File: config.mk
export PLATFORM = sky130hd
export DESIGN_NAME = adc_capture_ctrl
export DESIGN_NICKNAME = d
export VERILOG_FILES = /design/src/rtl/adc_capture_pkg.sv /design/src/rtl/adc_capture_ctrl_trig_detect.sv /design/src/rtl/adc_capture_ctrl.sv
export SDC_FILE = /design/constraint.sdc
export NUM_CORES = 1
export LEC_CHECK = 0
export ABC_AREA = 1
export BUFFER_PORTS_ARGS = -buffer_cell sky130_fd_sc_hd__buf_2
export CAP_MARGIN = 20
export CORE_MARGIN = 2
export CORE_UTILIZATION = 59
export CTS_BUF_LIST = sky130_fd_sc_hd__clkbuf_4 sky130_fd_sc_hd__clkbuf_8
export DETAILED_ROUTE_END_ITERATION = 8
export PLACE_DENSITY = 0.83
export SKIP_LAST_GASP = 1
export SYNTH_ARGS = -nofsm -noshare
export SYNTH_HDL_FRONTEND = slang
export SYNTH_HIERARCHICAL = 1
export SYNTH_SLANG_ARGS = --single-unit
File: constraint.sdc
create_clock -name clk -period 5.6 [get_ports clk]
set_clock_uncertainty 0.2 [all_clocks]
set_input_delay 0.56 -clock clk [delete_from_list [all_inputs] [get_ports clk]]
set_output_delay 0.56 -clock clk [all_outputs]
set_load 0.02 [all_outputs]
File: src/rtl/adc_capture_pkg.sv
// Shared trigger-mode constants, state encoding and the edge-decision helper
// for the ADC triggered capture controller.
package adc_capture_pkg;

  localparam logic [1:0] TRIG_IMMEDIATE = 2'd0;
  localparam logic [1:0] TRIG_RISING    = 2'd1;
  localparam logic [1:0] TRIG_FALLING   = 2'd2;

  typedef enum logic [1:0] {
    ST_IDLE    = 2'd0,
    ST_ARMED   = 2'd1,
    ST_CAPTURE = 2'd2
  } cap_state_t;

  // Reserved mode 3 falls into the default arm and behaves as immediate.
  function automatic logic edge_hit(
    input logic [1:0] mode,
    input logic       prev_valid,
    input logic       prev_below,
    input logic       cur_below
  );
    case (mode)
      TRIG_RISING:  edge_hit = prev_valid & prev_below & ~cur_below;
      TRIG_FALLING: edge_hit = prev_valid & ~prev_below & cur_below;
      default:      edge_hit = 1'b1;
    endcase
  endfunction

endpackage

File: src/rtl/adc_capture_ctrl_trig_detect.sv
// Channel-1 level trigger: keeps the previous valid sample and flags the
// sample cycle on which the selected crossing of the signed threshold occurs.
module adc_trig_detect
  import adc_capture_pkg::*;
#(
  parameter int DATA_W = 16
) (
  input  logic                     clk,
  input  logic                     rst,
  input  logic                     i_clr,
  input  logic                     i_en,
  input  logic                     i_valid,
  input  logic [1:0]               i_mode,
  input  logic signed [DATA_W-1:0] i_level,
  input  logic signed [DATA_W-1:0] i_cur,
  output logic                     o_trig_hit
);

  logic signed [DATA_W-1:0] r_prev;
  logic                     r_prev_valid;
  logic                     w_prev_below;
  logic                     w_cur_below;

  // Previous-sample history; only sample cycles while enabled advance it.
  always_ff @(posedge clk or posedge rst) begin
    if (rst) begin
      r_prev       <= {DATA_W{1'b0}};
      r_prev_valid <= 1'b0;
    end else if (i_clr) begin
      r_prev       <= {DATA_W{1'b0}};
      r_prev_valid <= 1'b0;
    end else if (i_en && i_valid) begin
      r_prev       <= i_cur;
      r_prev_valid <= 1'b1;
    end
  end

  // Signed threshold compare and mode-dependent edge decision.
  always_comb begin
    w_prev_below = (r_prev < i_level);
    w_cur_below  = (i_cur < i_level);
    o_trig_hit   = i_en & i_valid &
                   edge_hit(i_mode, r_prev_valid, w_prev_below, w_cur_below);
  end

endmodule

File: src/rtl/adc_capture_ctrl.sv
// Triggered capture controller: arms on request, waits for a channel-1 trigger,
// then writes capture_len decimated {ch1, ch2} slots to the sample FIFO.
module adc_capture_ctrl
  import adc_capture_pkg::*;
#(
  parameter int DATA_W  = 16,
  parameter int CNT_W   = 24,
  parameter int DECIM_W = 8
) (
  input  logic                  clk,
  input  logic                  reset_async,
  input  logic                  arm,
  input  logic                  abort,
  input  logic [1:0]            trig_mode,
  input  logic [DATA_W-1:0]     trig_level,
  input  logic [CNT_W-1:0]      capture_len,
  input  logic [DECIM_W-1:0]    decim,
  input  logic [DATA_W-1:0]     adc_data_1,
  input  logic [DATA_W-1:0]     adc_data_2,
  input  logic                  data_valid,
  input  logic                  fifo_prog_full,
  output logic                  fifo_wr_en,
  output logic [2*DATA_W-1:0]   fifo_din,
  output logic                  busy,
  output logic                  done,
  output logic                  overflow,
  output logic [CNT_W-1:0]      sample_count
);

  localparam logic [CNT_W-1:0]   CNT_ZERO = {CNT_W{1'b0}};
  localparam logic [CNT_W-1:0]   CNT_ONE  = {{(CNT_W-1){1'b0}}, 1'b1};
  localparam logic [DECIM_W-1:0] DEC_ZERO = {DECIM_W{1'b0}};
  localparam logic [DECIM_W-1:0] DEC_ONE  = {{(DECIM_W-1){1'b0}}, 1'b1};

  cap_state_t               r_state;
  logic [1:0]               r_mode;
  logic signed [DATA_W-1:0] r_level;
  logic [CNT_W-1:0]         r_len;
  logic [DECIM_W-1:0]       r_decim;
  logic [CNT_W-1:0]         r_slot_cnt;
  logic [DECIM_W-1:0]       r_dec_cnt;
  logic [CNT_W-1:0]         r_sample_count;
  logic [2*DATA_W-1:0]      r_din;
  logic                     r_wr_en;
  logic                     r_busy;
  logic                     r_done;
  logic                     r_overflow;

  logic                     w_trig_hit;
  logic                     w_arm_accept;
  logic                     w_armed;
  logic [CNT_W-1:0]         w_slot_next;
  logic                     w_last;
  logic                     w_dec_hit;
  logic                     w_keep;

  // Slot bookkeeping: which sample cycles consume a slot and which slot is last.
  always_comb begin
    w_arm_accept = arm & ~abort & (r_state == ST_IDLE);
    w_armed      = (r_state == ST_ARMED);
    w_slot_next  = r_slot_cnt + CNT_ONE;
    w_last       = (w_slot_next == r_len);
    w_dec_hit    = (r_dec_cnt == r_decim);
    w_keep       = ~abort &
                   ((w_armed & w_trig_hit & (r_len != CNT_ZERO)) |
                    ((r_state == ST_CAPTURE) & data_valid & w_dec_hit));
  end

  adc_trig_detect #(
    .DATA_W (DATA_W)
  ) u_trig (
    .clk        (clk),
    .rst        (reset_async),
    .i_clr      (w_arm_accept),
    .i_en       (w_armed),
    .i_valid    (data_valid),
    .i_mode     (r_mode),
    .i_level    (r_level),
    .i_cur      ($signed(adc_data_1)),
    .o_trig_hit (w_trig_hit)
  );

  // Capture FSM with registered FIFO strobe, data and status outputs.
  always_ff @(posedge clk or posedge reset_async) begin
    if (reset_async) begin
      r_state        <= ST_IDLE;
      r_mode         <= TRIG_IMMEDIATE;
      r_level        <= {DATA_W{1'b0}};
      r_len          <= CNT_ZERO;
      r_decim        <= DEC_ZERO;
      r_slot_cnt     <= CNT_ZERO;
      r_dec_cnt      <= DEC_ZERO;
      r_sample_count <= CNT_ZERO;
      r_din          <= {(2*DATA_W){1'b0}};
      r_wr_en        <= 1'b0;
      r_busy         <= 1'b0;
      r_done         <= 1'b0;
      r_overflow     <= 1'b0;
    end else begin
      r_wr_en <= 1'b0;
      if (abort) begin
        r_state <= ST_IDLE;
        r_busy  <= 1'b0;
      end else begin
        case (r_state)
          ST_IDLE: begin
            if (arm) begin
              r_mode         <= trig_mode;
              r_level        <= $signed(trig_level);
              r_len          <= capture_len;
              r_decim        <= decim;
              r_slot_cnt     <= CNT_ZERO;
              r_dec_cnt      <= DEC_ZERO;
              r_sample_count <= CNT_ZERO;
              r_done         <= 1'b0;
              r_overflow     <= 1'b0;
              r_state        <= ST_ARMED;
              r_busy         <= 1'b1;
            end
          end
          ST_ARMED: begin
            if (w_trig_hit) begin
              r_dec_cnt <= DEC_ZERO;
              // A zero-length capture finishes on the trigger itself.
              if ((r_len == CNT_ZERO) || w_last) begin
                r_done  <= 1'b1;
                r_state <= ST_IDLE;
                r_busy  <= 1'b0;
              end else begin
                r_state <= ST_CAPTURE;
              end
            end
          end
          ST_CAPTURE: begin
            if (data_valid) begin
              r_dec_cnt <= w_dec_hit ? DEC_ZERO : (r_dec_cnt + DEC_ONE);
              if (w_dec_hit && w_last) begin
                r_done  <= 1'b1;
                r_state <= ST_IDLE;
                r_busy  <= 1'b0;
              end
            end
          end
          default: begin
            r_state <= ST_IDLE;
            r_busy  <= 1'b0;
          end
        endcase

        // A kept slot always counts; prog_full turns it into a drop.
        if (w_keep) begin
          r_slot_cnt <= w_slot_next;
          if (fifo_prog_full) begin
            r_overflow <= 1'b1;
          end else begin
            r_wr_en        <= 1'b1;
            r_din          <= {adc_data_1, adc_data_2};
            r_sample_count <= r_sample_count + CNT_ONE;
          end
        end
      end
    end
  end

  assign fifo_wr_en   = r_wr_en;
  assign fifo_din     = r_din;
  assign busy         = r_busy;
  assign done         = r_done;
  assign overflow     = r_overflow;
  assign sample_count = r_sample_count;

endmodule

[Word-level counts from Yosys, hierarchy flattened]
Cells that the tools add are included.
Word-level totals
  register bits: 161
  input bits: 88
  output and inout port bits: 60
  word-level logic and storage cells: 115
Operators by class
  add/sub/neg operators: 3
  magnitude comparators: 2
  eq/ne operators: 16
  multiplexer cells: 44
  bitwise logic cells: 18
  reductions and logical operators: 17
Operator list (count)
  $mux W24: 7
  $add A24 B1 Y24 const B: 2
  $lt A16 B16 Y1: 2
  $mux W16: 2
  $mux W8: 4
  $eq A24 B24 Y1: 1
  $logic_not A24 Y1: 1
  $pmux W8 S3: 1
  $reduce_bool A24 Y1: 1
  $mux W1: 20
  $and A1 B1 Y1: 13
  $mux W2: 6
  $ne A3 B3 Y1 const B: 4
  $reduce_and A5 Y1: 2
  $reduce_and A3 Y1: 3
  $add A8 B1 Y8 const B: 1
  $eq A8 B8 Y1: 1
  $ne A2 B2 Y1 const B: 4
  $reduce_and A7 Y1: 1
  $pmux W1 S3: 2
  $pmux W2 S3: 1
  $reduce_bool A2 Y1: 3
  $eq A2 B1 Y1 const B: 2
  $eq A2 B2 Y1 const B: 2
  10 further kinds: 14

[Depth between registers and ports, before layout]
Gate-level depths: netlist (run 1).
  depth in word-level cells: 12
  depth in mapped cells: 25

[Hierarchy]
Netlist (run 1), hierarchy kept.
By module, submodules not included
  adc_capture_ctrl: instances 1, cells an instance 1024, area each 7553.5 sq um
  adc_trig_detect: instances 1, cells an instance 218, area each 1564.0 sq um

[Worst setup path before layout (run 1)]
No wires, ideal clock.
  kind: input to register
  from: input adc_data_1[15]
  to: register r_dec_cnt[7]
  arrival time: 2.582 ns
  required time: 5.301 ns
  path slack: 2.719 ns
  cell stages on the path: 17
  cell sequence: ha_1 a21oi_1 o21ai_0 a21oi_2 nand3_1 nand2_1 nand3b_1 nand3_1 nand2_1 inv_1 inv_1 a21oi_1 inv_1 nor3_1 clkbuf_1 a31oi_1 a311oi_1
On the way
  longest elaborated chain between the ends: 7
  elaborated cells on any way between the ends: 8
  those cells by class: order compare (1); eq/ne (1); mux (1); bitwise (4); reduce/logical (1)
RTL lines
  from (decl): RTL line adc_capture_ctrl.sv:18  | input logic [DATA_W-1:0] adc_data_1,
  $lt A16 B16 Y1 *: RTL line adc_capture_ctrl_trig_detect.sv:41  | w_cur_below = (i_cur < i_level);
  $not A1 Y1: RTL line adc_capture_pkg.sv:23  | TRIG_RISING: edge_hit = prev_valid & prev_below & ~cur_below;
  $and A1 B1 Y1: RTL line adc_capture_pkg.sv:23
  $pmux W1 S2 *: RTL line adc_capture_pkg.sv:22  | case (mode)
  $and A1 B1 Y1 *: RTL line adc_capture_ctrl_trig_detect.sv:42  | o_trig_hit = i_en & i_valid &
  net w_trig_hit: RTL line adc_capture_ctrl.sv:49  | logic w_trig_hit;
  $ne A2 B2 Y1 (no line) *
  $reduce_and A5 Y1 (no line) *
  to (signal assigned): RTL line adc_capture_ctrl.sv:136  | r_dec_cnt <= w_dec_hit ? DEC_ZERO : (r_dec_cnt + DEC_ONE);
  to (decl): RTL line adc_capture_ctrl.sv:41  | logic [DECIM_W-1:0] r_dec_cnt;
The timed path passes the listed nets; every way through them passes the cells marked *.
A chain may end at the register's enable or synchronous reset.

[Worst setup path after layout (run 1)]
  from: register r_level[3]
  to: register r_din[12] (netlist: fifo_din[12])
On the way
  longest elaborated chain between the ends: 11
  elaborated cells on any way between the ends: 15
  those cells by class: order compare (2); mux (1); bitwise (11); reduce/logical (1)
RTL lines
  from (decl): RTL line adc_capture_ctrl.sv:37  | logic signed [DATA_W-1:0] r_level;
  from (signal assigned): RTL line adc_capture_ctrl.sv:88  | r_level <= {DATA_W{1'b0}};
  from (signal assigned): RTL line adc_capture_ctrl.sv:109  | r_level <= $signed(trig_level);
  $lt A16 B16 Y1: RTL line adc_capture_ctrl_trig_detect.sv:40  | w_prev_below = (r_prev < i_level);
  $not A1 Y1: RTL line adc_capture_pkg.sv:24  | TRIG_FALLING: edge_hit = prev_valid & ~prev_below & cur_below;
  $and A1 B1 Y1 (2 in series): RTL line adc_capture_pkg.sv:24
  $pmux W1 S2 *: RTL line adc_capture_pkg.sv:22
  $and A1 B1 Y1 *: RTL line adc_capture_ctrl_trig_detect.sv:42
  net w_trig_hit: RTL line adc_capture_ctrl.sv:49
  $and A1 B1 Y1 * (2 in series): RTL line adc_capture_ctrl.sv:65  | ((w_armed & w_trig_hit & (r_len != CNT_ZERO)) |
  $or A1 B1 Y1 *: RTL line adc_capture_ctrl.sv:65
  $and A1 B1 Y1 *: RTL line adc_capture_ctrl.sv:64  | w_keep = ~abort &
  $reduce_and A3 Y1 (no line) *
  to (signal assigned): RTL line adc_capture_ctrl.sv:94  | r_din <= {(2*DATA_W){1'b0}};
  to (signal assigned): RTL line adc_capture_ctrl.sv:157  | r_din <= {adc_data_1, adc_data_2};
  to (decl): RTL line adc_capture_ctrl.sv:43  | logic [2*DATA_W-1:0] r_din;
Marks and branches as above.

==> results of run 1 <==
## worst max-delay path by stage
stage | from | end | slack, ns | cells past startpoint
after floorplan | reset_async | busy$_DFFE_PP0P_ | 0.97 | 1
after global placement | adc_data_1[5] | fifo_din[21]$_DFFE_PP0P_ | 1.69 | 20
after detailed placement | adc_data_1[3] | fifo_din[12]$_DFFE_PP0P_ | 1.58 | 20
after CTS | r_level[3]$_DFFE_PP0P_ | fifo_din[12]$_DFFE_PP0P_ | 1.81 | 20
after global routing | r_level[15]$_DFFE_PP0P_ | fifo_din[13]$_DFFE_PP0P_ | 1.36 | 21
final | r_level[3]$_DFFE_PP0P_ | fifo_din[12]$_DFFE_PP0P_ | 1.79 | 20
## registers in the layout, summed over array words and instances (netlist names), 8 cells and up
register,count
r_level,16
r_decim,8
fifo_din,32
r_len,24
sample_count,24
r_slot_cnt,24
u_trig/r_prev,16
r_dec_cnt,8
## metal layers
metal  GRT usage, %  part of all wire [%]  up-vias
met5              0                     0        -
met4           10.6                   2.1        0
met3           4.72                   6.0       38
met2           44.8                    48      275
met1           38.1                    44     4070
li1               -                     -     4261
## stage by stage
step                      setup slack (ns)  cells
after CTS                             1.81   1582
after global routing                  1.36   1584
after floorplan                      0.974   1242
after detailed placement              1.58   1550
after global placement                1.69   1550
final                                 1.79   1584
## critical path, delay by kind of cell, from the launching register on
| family | cells | cell delay, ns |
|---|---|---|
| compound gates | 1 | 0.20 |
| flops | 1 | 0.35 |
| simple gates | 14 | 1.43 |
| fa+ha+maj | 1 | 0.31 |
| buf+inv | 4 | 1.24 |
## placed cells by master, fill, tap and decap left out, types with 12 or more instances in the layout
cell	instances
nand3_1	97
dfrtp_1	161
nor2_1	65
nand2_2	13
o21ai_0	79
clkbuf_8	17
nor2_2	12
o22ai_1	15
a21oi_1	25
nor3_1	14
buf_2	147
inv_1	140
nand4_1	26
nand2_1	461
ha_1	39
## power groups by stage
| stage | combinational [mW] | sequential [mW] | clock, mW |
|---|---|---|---|
| 2_1_floorplan | 1.01 | 1.77 | 0 |
| 3_3_place_gp | 1.45 | 1.71 | 0 |
| 3_5_place_dp | 1.51 | 1.72 | 0 |
| 4_1_cts | 1.52 | 1.70 | 0.839 |
| 5_1_grt | 1.73 | 1.75 | 0.883 |
| 6_report | 1.52 | 1.71 | 0.829 |
## cell type report
class	instances	area (um^2)
diodes	2	5.00
clock buffers	18	241
clock inverters	14	134
fillers	1249	4770
inverters	148	561
multi-input cells	900	4390
flip-flops and latches	161	4030
well taps	188	235
repair buffers	153	781
## logic make-up after synthesis
kind of cell / share of synthesized area, %
compound gates: 8.85
xor+xnor: 0.865
fa+ha+maj: 5.35
buf+inv: 7.68
flops: 44.2
simple gates: 33.1
==> flow_summary_export.csv, run 1 <==
group,metric,value,unit
synth,yosysUniqueCellTypes,41,
die,core,0.0151,mm^2
critical_path,endpoint_kind,"flip-flop",
finish,area_growth,13.8,%
critical_path,crit_path_frequent_cell,"nand2_1",
pwr,pwr-share-clk,20.4,%
clocking,postCtsSetupRepairBufs,0,
die,row_count,45,
synth,synth_edf_count,0,
clocking,path_clk_slew,0.10,ns
clocking,post_cts_resized,0,
die,io_pins,148,
global_routing,grt-ovfl-total,0,
synth,synth-seq-area-share,44.2,%
drt,first_pass_iters,7,
global_routing,grt_pass1_wl,36600,um
die,dieArea,0.0165,mm^2
timing,setup_viol,0,
pwr,intPower,2.39,mW
timing,max-slew-margin-rel,37.1,%
synth,syn_nets,1369,
synth,yosysTopAreaCellShare,44.2,%
synth,syn-cell-area,0.00912,mm^2
worst_hold_path,hp-class,"primary input to asynchronous set/reset pin",
synth,synth_ff_type,"dfrtp_1",
drt,vias_per_cell,5.46,
synth,yosys.area.top_type,"dfrtp_1",
critical_path,crit_path_start_kind,"flip-flop",
clocking,cts_buffers,17,
pwr,vdd_ir_drop_max,283,uV
die,die_h,128,um
critical_path,r2r_cells,20,
pwr,seqPwrFrac,42.1,%
timing,whs,0.0408,ns
drt,drt-initial-drc-count,872,
drt,wirelength,22400,um
placement,portBuffers,147,
pwr,p_comb_share,37.5,%
placement,place_area,0.0100,mm^2
global_routing,grt_pass1_vias,7926,
run,maxCapViolations,0,
synth,syn_area_per_cell,7.34,um^2
synth,synthArstFlopShare,100,%
timing,slew_viol_final,0,
timing,tightest_slew,0.943,ns
critical_path,path_max_fanout,28,
synth,ys_seq_elements,161,
critical_path,critPathMaxStageDelay,0.70,ns
drt,route.detailed.drc,0,
status,outcome,"finished clean",
global_routing,grtUsageTotal,27.8,%
global_routing,grt_max_degree,106,
finish,finalInstanceArea,0.0104,mm^2
synth,synth_warnings,6,
die,die_w,128,um
clocking,clock_latency,0.47,ns
critical_path,ff2ff_setup_slack,1.79,ns
pwr,swShare,41.2,%
clocking,clkSinkCount,161,
timing,max_freq,0.263,GHz
clocking,cts_tree,"built",
synth,synthTopCellsByArea,"dfrtp_1 44%, nand2_1 19%, inv_1 5.8%",
pwr,p_leak,5.47,nW
timing,period_share,68.0,%
timing,hold_viol,0,
drt,ant_nets,0,
pwr,power.density,391,mW/mm^2
global_routing,grt_antenna_before_repair,2,
timing,fin_crit,3.81,ns
critical_path,r2r-start,"r_level[3]$_DFFE_PP0P_",
synth,synth_most_common_cell,"nand2_1",
critical_path,crit_arrival,4.02,ns
drt,post_drt_wl_per_cell,14.2,um
synth,synthCells,1242,
timing,fin_setup_tns,0,ns
pwr,power,4.06,mW
clocking,cts_max_path_buffers,2,
placement,routabilityCongestion,0.927,
timing,grt_setup_unrepaired,"no",
finish,nNetsFinal,1508,
critical_path,cp.required,5.81,ns
critical_path,slowest_stage,"inv_1",
die,start_util,60.2,%
synth,synth_common_cells,"462 x nand2_1, 161 x dfrtp_1, 141 x inv_1, 97 x nand3_1, 79 x o21ai_0",
finish,post-route-util,68.5,%
finish,drive_gt1_share,16.6,%
pwr,power.switching,1.67,mW
clocking,htreeDepth,4,
critical_path,timing.rr.end,"fifo_din[12]$_DFFE_PP0P_",
drt,num_vias,8644,
critical_path,critPathKind,"flip-flop to flip-flop",
placement,hpwl,15900,um
clocking,ctsRootBufferMaster,"clkbuf_8",
critical_path,path_cells,"inv_1 -> ha_1 -> a21oi_1 -> nand2_1 -> nand2_1 -> nand2_1 -> nand2_1 -> nand3_1 -> nand2_1 -> nand3b_1 -> nand3_1 -> nand2_1 -> inv_1 -> nand3_1 -> nand2_2 -> nand2_2 -> inv_1 -> buf_4 -> nand2_1 -> nand2_1",
clocking,ctsHoldBuffers,0,
Power figures use the tool's default switching activity.
==> run 2, diff against run 1 <==
--- a/config.mk
+++ b/config.mk
@@ -9,10 +9,10 @@
 export BUFFER_PORTS_ARGS = -buffer_cell sky130_fd_sc_hd__buf_2
 export CAP_MARGIN = 20
 export CORE_MARGIN = 2
-export CORE_UTILIZATION = 59
+export CORE_UTILIZATION = 53
 export CTS_BUF_LIST = sky130_fd_sc_hd__clkbuf_4 sky130_fd_sc_hd__clkbuf_8
 export DETAILED_ROUTE_END_ITERATION = 8
-export PLACE_DENSITY = 0.83
+export PLACE_DENSITY = 0.79
 export SKIP_LAST_GASP = 1
 export SYNTH_ARGS = -nofsm -noshare
 export SYNTH_HDL_FRONTEND = slang
==> constraint.sdc (replaced) <==
create_clock -name clk -period 3.3 [get_ports clk]
set_clock_uncertainty 0.2 [all_clocks]
set_input_delay 0.33 -clock clk [delete_from_list [all_inputs] [get_ports clk]]
set_output_delay 0.33 -clock clk [all_outputs]
set_load 0.02 [all_outputs]
==> flow_summary_export.csv, run 2 (synthesized netlist as in run 1, its figures left out) <==
group,metric,value,unit
finish,largest_register_ffs,32,
global_routing,grtUsageMet1,36.9,%
worst_hold_path,worstHoldStart,"abort",
finish,area_growth,25.4,%
timing,max-slew-margin-rel,53.3,%
pwr,power.density,622,mW/mm^2
global_routing,grt-ovfl-total,0,
critical_path,path_max_fanout,20,
pwr,vdd_ir_drop_max,442,uV
run,maxCapViolations,0,
drt,wirelength,24900,um
finish,final_cell_mix,"460 x nand2_1, 161 x dfrtp_1, 147 x buf_2",
timing,hold_viol,0,
global_routing,grt_pass1_wl,40900,um
critical_path,endpoint_kind,"flip-flop",
pwr,intPower,4.24,mW
pwr,power.switching,2.88,mW
timing,grt_setup_unrepaired,"yes",
drt,drt-initial-drc-count,828,
clocking,clkSinkCount,161,
pwr,power,7.12,mW
pwr,p_leak,5.89,nW
finish,post-route-util,68.5,%
placement,portBuffers,147,
global_routing,grt_max_degree,71,
clocking,ctsRootBufferMaster,"clkbuf_8",
global_routing,grt_antenna_before_repair,2,
clocking,htreeDepth,4,
clocking,clock_latency,0.46,ns
critical_path,crit_start,"adc_data_1[5]",
finish,drive_gt1_share,16.8,%
drt,num_vias,9008,
finish,finalInstanceArea,0.0114,mm^2
pwr,p_comb_share,38.5,%
clocking,cts_tree,"built",
placement,routabilityCongestion,0.933,
timing,setup_viol,0,
die,die_w,135,um
global_routing,grt_pass1_vias,8674,
timing,period_share,92.9,%
critical_path,cp.required,3.44,ns
die,start_util,54.6,%
timing,tightest_slew,0.699,ns
pwr,pwr-share-clk,20.9,%
timing,whs,0.0749,ns
critical_path,r2r-start,"r_level[5]$_DFFE_PP0P_",
die,die_h,135,um
critical_path,crit_path_start_kind,"primary input",
clocking,cts_buffers,17,
placement,place_ws,0.189,ns
worst_hold_path,hp-class,"primary input to flip-flop",
drt,route.detailed.drc,0,
critical_path,crit_arrival,3.20,ns
status,outcome,"finished clean",
drt,first_pass_iters,7,
global_routing,grt-busiest-layer,"met2",
timing,slew_viol_final,0,
pwr,seqPwrFrac,40.6,%
placement,hpwl,16900,um
die,dieArea,0.0183,mm^2
drt,ant_nets,0,
clocking,cts_max_path_buffers,2,
drt,vias_per_cell,5.27,
drt,post_drt_wl_per_cell,14.5,um
die,core,0.0167,mm^2
timing,max_freq,0.326,GHz
timing,setup_slack,0.235,ns
finish,nNetsFinal,1602,
global_routing,grt.met3_usage,4.71,%
finish,fillers,1363,
critical_path,critPathKind,"primary input to flip-flop",
die,io_pins,148,
pwr,swShare,40.4,%
finish,mostFrequentLayoutCell,"nand2_1",
die,row_count,47,
global_routing,grtUsageTotal,28.2,%
timing,fin_crit,3.07,ns
clocking,path_clk_slew,0.09,ns
global_routing,grt_util_met2,47.9,%
placement,place_area,0.0101,mm^2
==> run 2: changes by cell type in the layout (fill, tap and decap cells not counted), moves of 2 or more <==
| cell | delta |
|---|---|
| buf_12 | +4 |
| buf_4 | +6 |
| clkinvlp_4 | +2 |
| dlygate4sd3_1 | +83 |
| inv_1 | -2 |
| nor3_1 | -2 |
| o21ai_0 | -2 |
| o21ai_1 | +2 |
==> run 2: repair_timing <==
item | in CTS | in global routing
resized for setup | 0 | 14
hold endpoints to repair | 138 | 0
buffers inserted | 0 | 1
endpoints found under the setup margin | 0 | 60
hold buffers | 83 | 0
==> run 2: metrics by stage <==
step / cells / setup TNS, ns
after floorplan: 1242 / 0
after global placement: 1592 / 0
after detailed placement: 1592 / 0
after CTS: 1707 / 0
after global routing: 1710 / -0.0352
final: 1710 / 0
==> run 2: path summary, 6_finish.rpt <==
kind                                                to  slack, ns  cells past startpoint
max                         r_slot_cnt[18]$_DFFE_PP0P_       0.23                     21
min                        sample_count[9]$_DFFE_PP0N_       0.07                      3
max reg2reg                 r_slot_cnt[18]$_DFFE_PP0P_       0.33                     20
min reg2reg                    fifo_din[6]$_DFFE_PP0P_       0.28                      2
max in group asynchronous   r_slot_cnt[19]$_DFFE_PP0P_       1.83                      4
min in group asynchronous     fifo_din[22]$_DFFE_PP0P_       0.30                      3
==> run 2: power groups by stage <==
stage	clock network, mW	registers [mW]	logic, mW
CTS	1.52	2.88	2.68
global placement	0	2.90	2.51
finish	1.49	2.89	2.74
floorplan	0	3.00	1.71
global route	1.61	2.95	3.11
detailed placement	0	2.90	2.59
==> run 2: final cells by class <==
type / instances / area [um^2] / share of cell area (%)
clock inverters: 14 / 155 / 1.36
diodes: 2 / 5.00 / 0.0438
flip-flops and latches: 161 / 4030 / 35.2
inverters: 148 / 563 / 4.92
repair buffers: 247 / 1750 / 15.3
multi-input cells: 900 / 4410 / 38.6
well taps: 220 / 275 / 2.41
clock buffers: 18 / 248 / 2.17
==> run 2: per-layer routing <==
metal | up-vias | share of wire (%)
met3 | 43 | 5.5
li1 | 4454 | -
met2 | 298 | 49
met4 | 0 | 2.2
met5 | - | 0
met1 | 4213 | 44
==> run 2: worst max-delay path: stages <==
cell and delay, ns:
dlygate4sd3_1 0.53, buf_2 0.14, ha_1 0.28, a21oi_1 0.16, nor2_1 0.06, nor3_2 0.12
nand2_1 0.11, nand2_1 0.11, nand3_1 0.07, nand2_1 0.07, nand3b_1 0.07, nand3_1 0.07
nand2_1 0.05, inv_1 0.06, nand3_1 0.09, nand2_2 0.08, buf_4 0.26, nor2_2 0.06
inv_1 0.17, buf_12 0.19, o21ai_0 0.09
==> run 3, diff against run 2 <==
--- a/config.mk
+++ b/config.mk
@@ -5,7 +5,6 @@
 export SDC_FILE = /design/constraint.sdc
 export NUM_CORES = 1
 export LEC_CHECK = 0
-export ABC_AREA = 1
 export BUFFER_PORTS_ARGS = -buffer_cell sky130_fd_sc_hd__buf_2
 export CAP_MARGIN = 20
 export CORE_MARGIN = 2
@@ -16,5 +15,4 @@
 export SKIP_LAST_GASP = 1
 export SYNTH_ARGS = -nofsm -noshare
 export SYNTH_HDL_FRONTEND = slang
-export SYNTH_HIERARCHICAL = 1
 export SYNTH_SLANG_ARGS = --single-unit
==> flow_summary_export.csv, run 3 <==
group,metric,value,unit
status,outcome,"finished, violations left",
status,failed_checks,"setup timing",
finish,largest_register_ffs,32,
timing,tightest_slew,0.924,ns
drt,vias_per_cell,6.20,
synth,yosysTopAreaCellShare,44.6,%
critical_path,crit_arrival,3.84,ns
timing,setup_viol,91,
critical_path,critPathKind,"flip-flop to flip-flop",
placement,dp.cells,1384,
die,dieArea,0.0181,mm^2
clocking,htreeDepth,4,
timing,max_freq,0.273,GHz
global_routing,grt_max_degree,162,
placement,hpwl,16400,um
synth,synthTopCellsByArea,"dfrtp_1 45%, nand2_1 9.1%, ha_1 5.3%",
die,die_w,135,um
pwr,vdd_ir_drop_max,503,uV
placement,portBuffers,147,
clocking,clkSinkCount,161,
synth,syn-cell-area,0.00904,mm^2
critical_path,r2r-start,"r_level[6]$_DFFE_PP0P_",
clocking,cts_tree,"built",
worst_hold_path,holdPathEnd,"fifo_din[17]$_DFFE_PP0P_",
finish,regArea,0.00403,mm^2
critical_path,timing.rr.end,"sample_count[18]$_DFFE_PP0N_",
worst_hold_path,worstHoldStart,"adc_data_1[1]",
finish,drive_gt1_share,31.3,%
drt,wirelength,31800,um
critical_path,path_cells,"inv_2 -> ha_4 -> a21o_1 -> a221o_1 -> a211oi_4 -> buf_4 -> a21oi_4 -> buf_6 -> buf_6 -> nor4_4 -> buf_4 -> o41ai_4 -> clkbuf_16 -> buf_6 -> buf_4 -> a31o_2 -> a21o_1",
synth,synthCells,983,
synth,synthArstFlopShare,100,%
critical_path,crit_cells,17,
global_routing,grtUsageTotal,30.9,%
synth,synth_common_cells,"218 x nand2_1, 161 x dfrtp_1, 44 x a21oi_1, 41 x nand3_1, 38 x ha_1",
drt,first_pass_iters,6,
worst_hold_path,hold_depth,3,
die,row_count,47,
synth,synthMuxAreaShare,5.91,%
clocking,ctsRootBufferMaster,"clkbuf_8",
die,core,0.0166,mm^2
synth,synthSimpleGateAreaFrac,22.2,%
critical_path,crit_buf_inv,8,
clocking,clock_latency,0.49,ns
finish,post-route-util,77.2,%
drt,num_vias,9589,
synth,synth_compound_gate_area_share,14.1,%
timing,whs,0.0263,ns
die,start_util,54.3,%
timing,grt_setup_unrepaired,"yes",
synth,synth_fa_ha_area_share,5.26,%
critical_path,path_max_fanout,6,
critical_path,critPathMaxStageDelay,0.41,ns
timing,fin_crit,3.66,ns
critical_path,r2r_cells,17,
clocking,cts_max_path_buffers,2,
finish,mostFrequentLayoutCell,"nand2_1",
synth,ys_seq_elements,161,
finish,fillers,948,
run,maxCapViolations,0,
timing,period_share,111,%
synth,synth-seq-area-share,44.6,%
worst_hold_path,hp-class,"primary input to flip-flop",
critical_path,cp.required,3.47,ns
clocking,path_clk_slew,0.11,ns
synth,yosysUniqueCellTypes,69,
finish,final_cells,1546,
synth,synth_warnings,0,
critical_path,cp_top_family,"compound AO/OA/AOI/OAI gates",
synth,yosys.area.top_type,"dfrtp_1",
synth,synth_edf_count,0,
pwr,power,8.70,mW
timing,hold_viol,0,
finish,multiInputGateArea,0.00509,mm^2
global_routing,grt_pass1_vias,8875,
critical_path,ff2ff_setup_slack,-0.36,ns
drt,drt-initial-drc-count,1089,
global_routing,grt_antenna_before_repair,0,
pwr,power.density,678,mW/mm^2
global_routing,grt_pass1_wl,44300,um
die,die_h,135,um
placement,routabilityCongestion,0.870,
drt,route.detailed.drc,0,
die,io_pins,148,
finish,n_antenna_cell,0,
synth,syn_area_per_cell,9.20,um^2
critical_path,slowest_stage,"a221o_1",
synth,synth_most_common_cell,"nand2_1",
timing,setup_slack,-0.363,ns
synth,synth_xor_area_share,4.17,%
global_routing,grt-ovfl-total,0,
synth,syn_nets,1109,
synth,synth_top_family_by_area,"simple AND/OR/NAND/NOR gates",
finish,nNetsFinal,1439,
timing,max-slew-margin-rel,38.4,%
drt,post_drt_wl_per_cell,20.5,um
critical_path,crit_path_start_kind,"flip-flop",
synth,synth_ff_type,"dfrtp_1",
critical_path,endpoint_kind,"flip-flop",
drt,ant_nets,0,
placement,place_ws,-0.321,ns
clocking,cts_buffers,17,
finish,area_growth,42.1,%
pwr,p_leak,6.16,nW
timing,slew_viol_final,0,
finish,final_cell_mix,"215 x nand2_1, 160 x dfrtp_1, 148 x buf_2",
==> run 3: cell types whose count changed after synthesis, moves of 22 or more <==
cell,previous run,this run
nand3_1,97,41
nand2_1,462,218
nor2_1,65,33
inv_1,141,36
xnor2_1,1,23
mux2_2,0,35
o21ai_0,79,37
==> run 3: through the flow <==
step           instance area (um^2)  setup TNS, ns
2_1_floorplan                  9060              0
3_3_place_gp                  10600          -5.22
3_5_place_dp                  10600         -12.96
4_1_cts                       12100          -5.66
5_1_grt                       12800         -26.46
6_report                      12800         -18.91
==> run 3: worst register-to-register path: cells and delay by family (launching register included) <==
kind | cells | cell delay (ns)
AOI/OAI and AO/OA | 7 | 1.38
buffers and inverters | 8 | 1.14
DFF | 1 | 0.39
adders and majority gates | 1 | 0.22
and+or+nand+nor | 1 | 0.23
==> run 3: how the worst max path moves through the flow <==
stage | start | to | slack, ns
final | r_level[6]$_DFFE_PP0P_ | sample_count[18]$_DFFE_PP0N_ | -0.36
after global routing | r_level[6]$_DFFE_PP0P_ | sample_count[18]$_DFFE_PP0N_ | -0.45
after floorplan | r_level[14]$_DFFE_PP0P_ | sample_count[10]$_DFFE_PP0N_ | 0.02
after CTS | r_level[14]$_DFFE_PP0P_ | fifo_din[21]$_DFFE_PP0P_ | -0.16
after global placement | adc_data_1[14] | sample_count[14]$_DFFE_PP0N_ | -0.18
after detailed placement | adc_data_1[14] | sample_count[14]$_DFFE_PP0N_ | -0.32
==> run 3: cell type report <==
class                           count  area share, %
Multi-Input combinational cell    738           39.6
Sequential cell                   161           31.4
Timing Repair Buffer              359           22.6
Tap cell                          220           2.14
Clock buffer                       18           1.93
Clock inverter                     14           1.21
Inverter                           36           1.08
==> run 3: cells by family after synthesis <==
group	count (synthesis)
DFF	161
adders and majority gates	38
muxes	49
and+or+nand+nor	420
buffers and inverters	84
xor gates and xnor gates	43
AOI/OAI and AO/OA	188
==> run 3: metal layers <==
| layer | routed length [um] | part of all wire [%] | GRT usage, % | vias up |
|---|---|---|---|---|
| met3 | 2710 | 8.5 | 5.78 | 149 |
| met2 | 15500 | 49 | 52.6 | 647 |
| li1 | - | - | - | 4181 |
| met4 | 1590 | 5.0 | 12.7 | 0 |
| met5 | 0 | 0 | 0 | - |
| met1 | 11900 | 38 | 38.9 | 4612 |
==> run 3: report_power, final <==
part	internal (mW)	leakage (nW)	switching, mW	total, mW
Sequential	2.56	2.11	0.524	3.09
Combinational	1.91	3.85	2.17	4.08
Clock	0.706	0.200	0.832	1.54
==> run 3: timing repair <==
action / 4_1_cts / 5_1_grt
pin swaps: 7 / 27
hold buffers: 78 / 0
endpoints found under the hold margin: 246 / 0
resized for setup: 29 / 91
setup endpoints to repair: 80 / 93
cloned: 5 / 8
setup buffers: 13 / 30
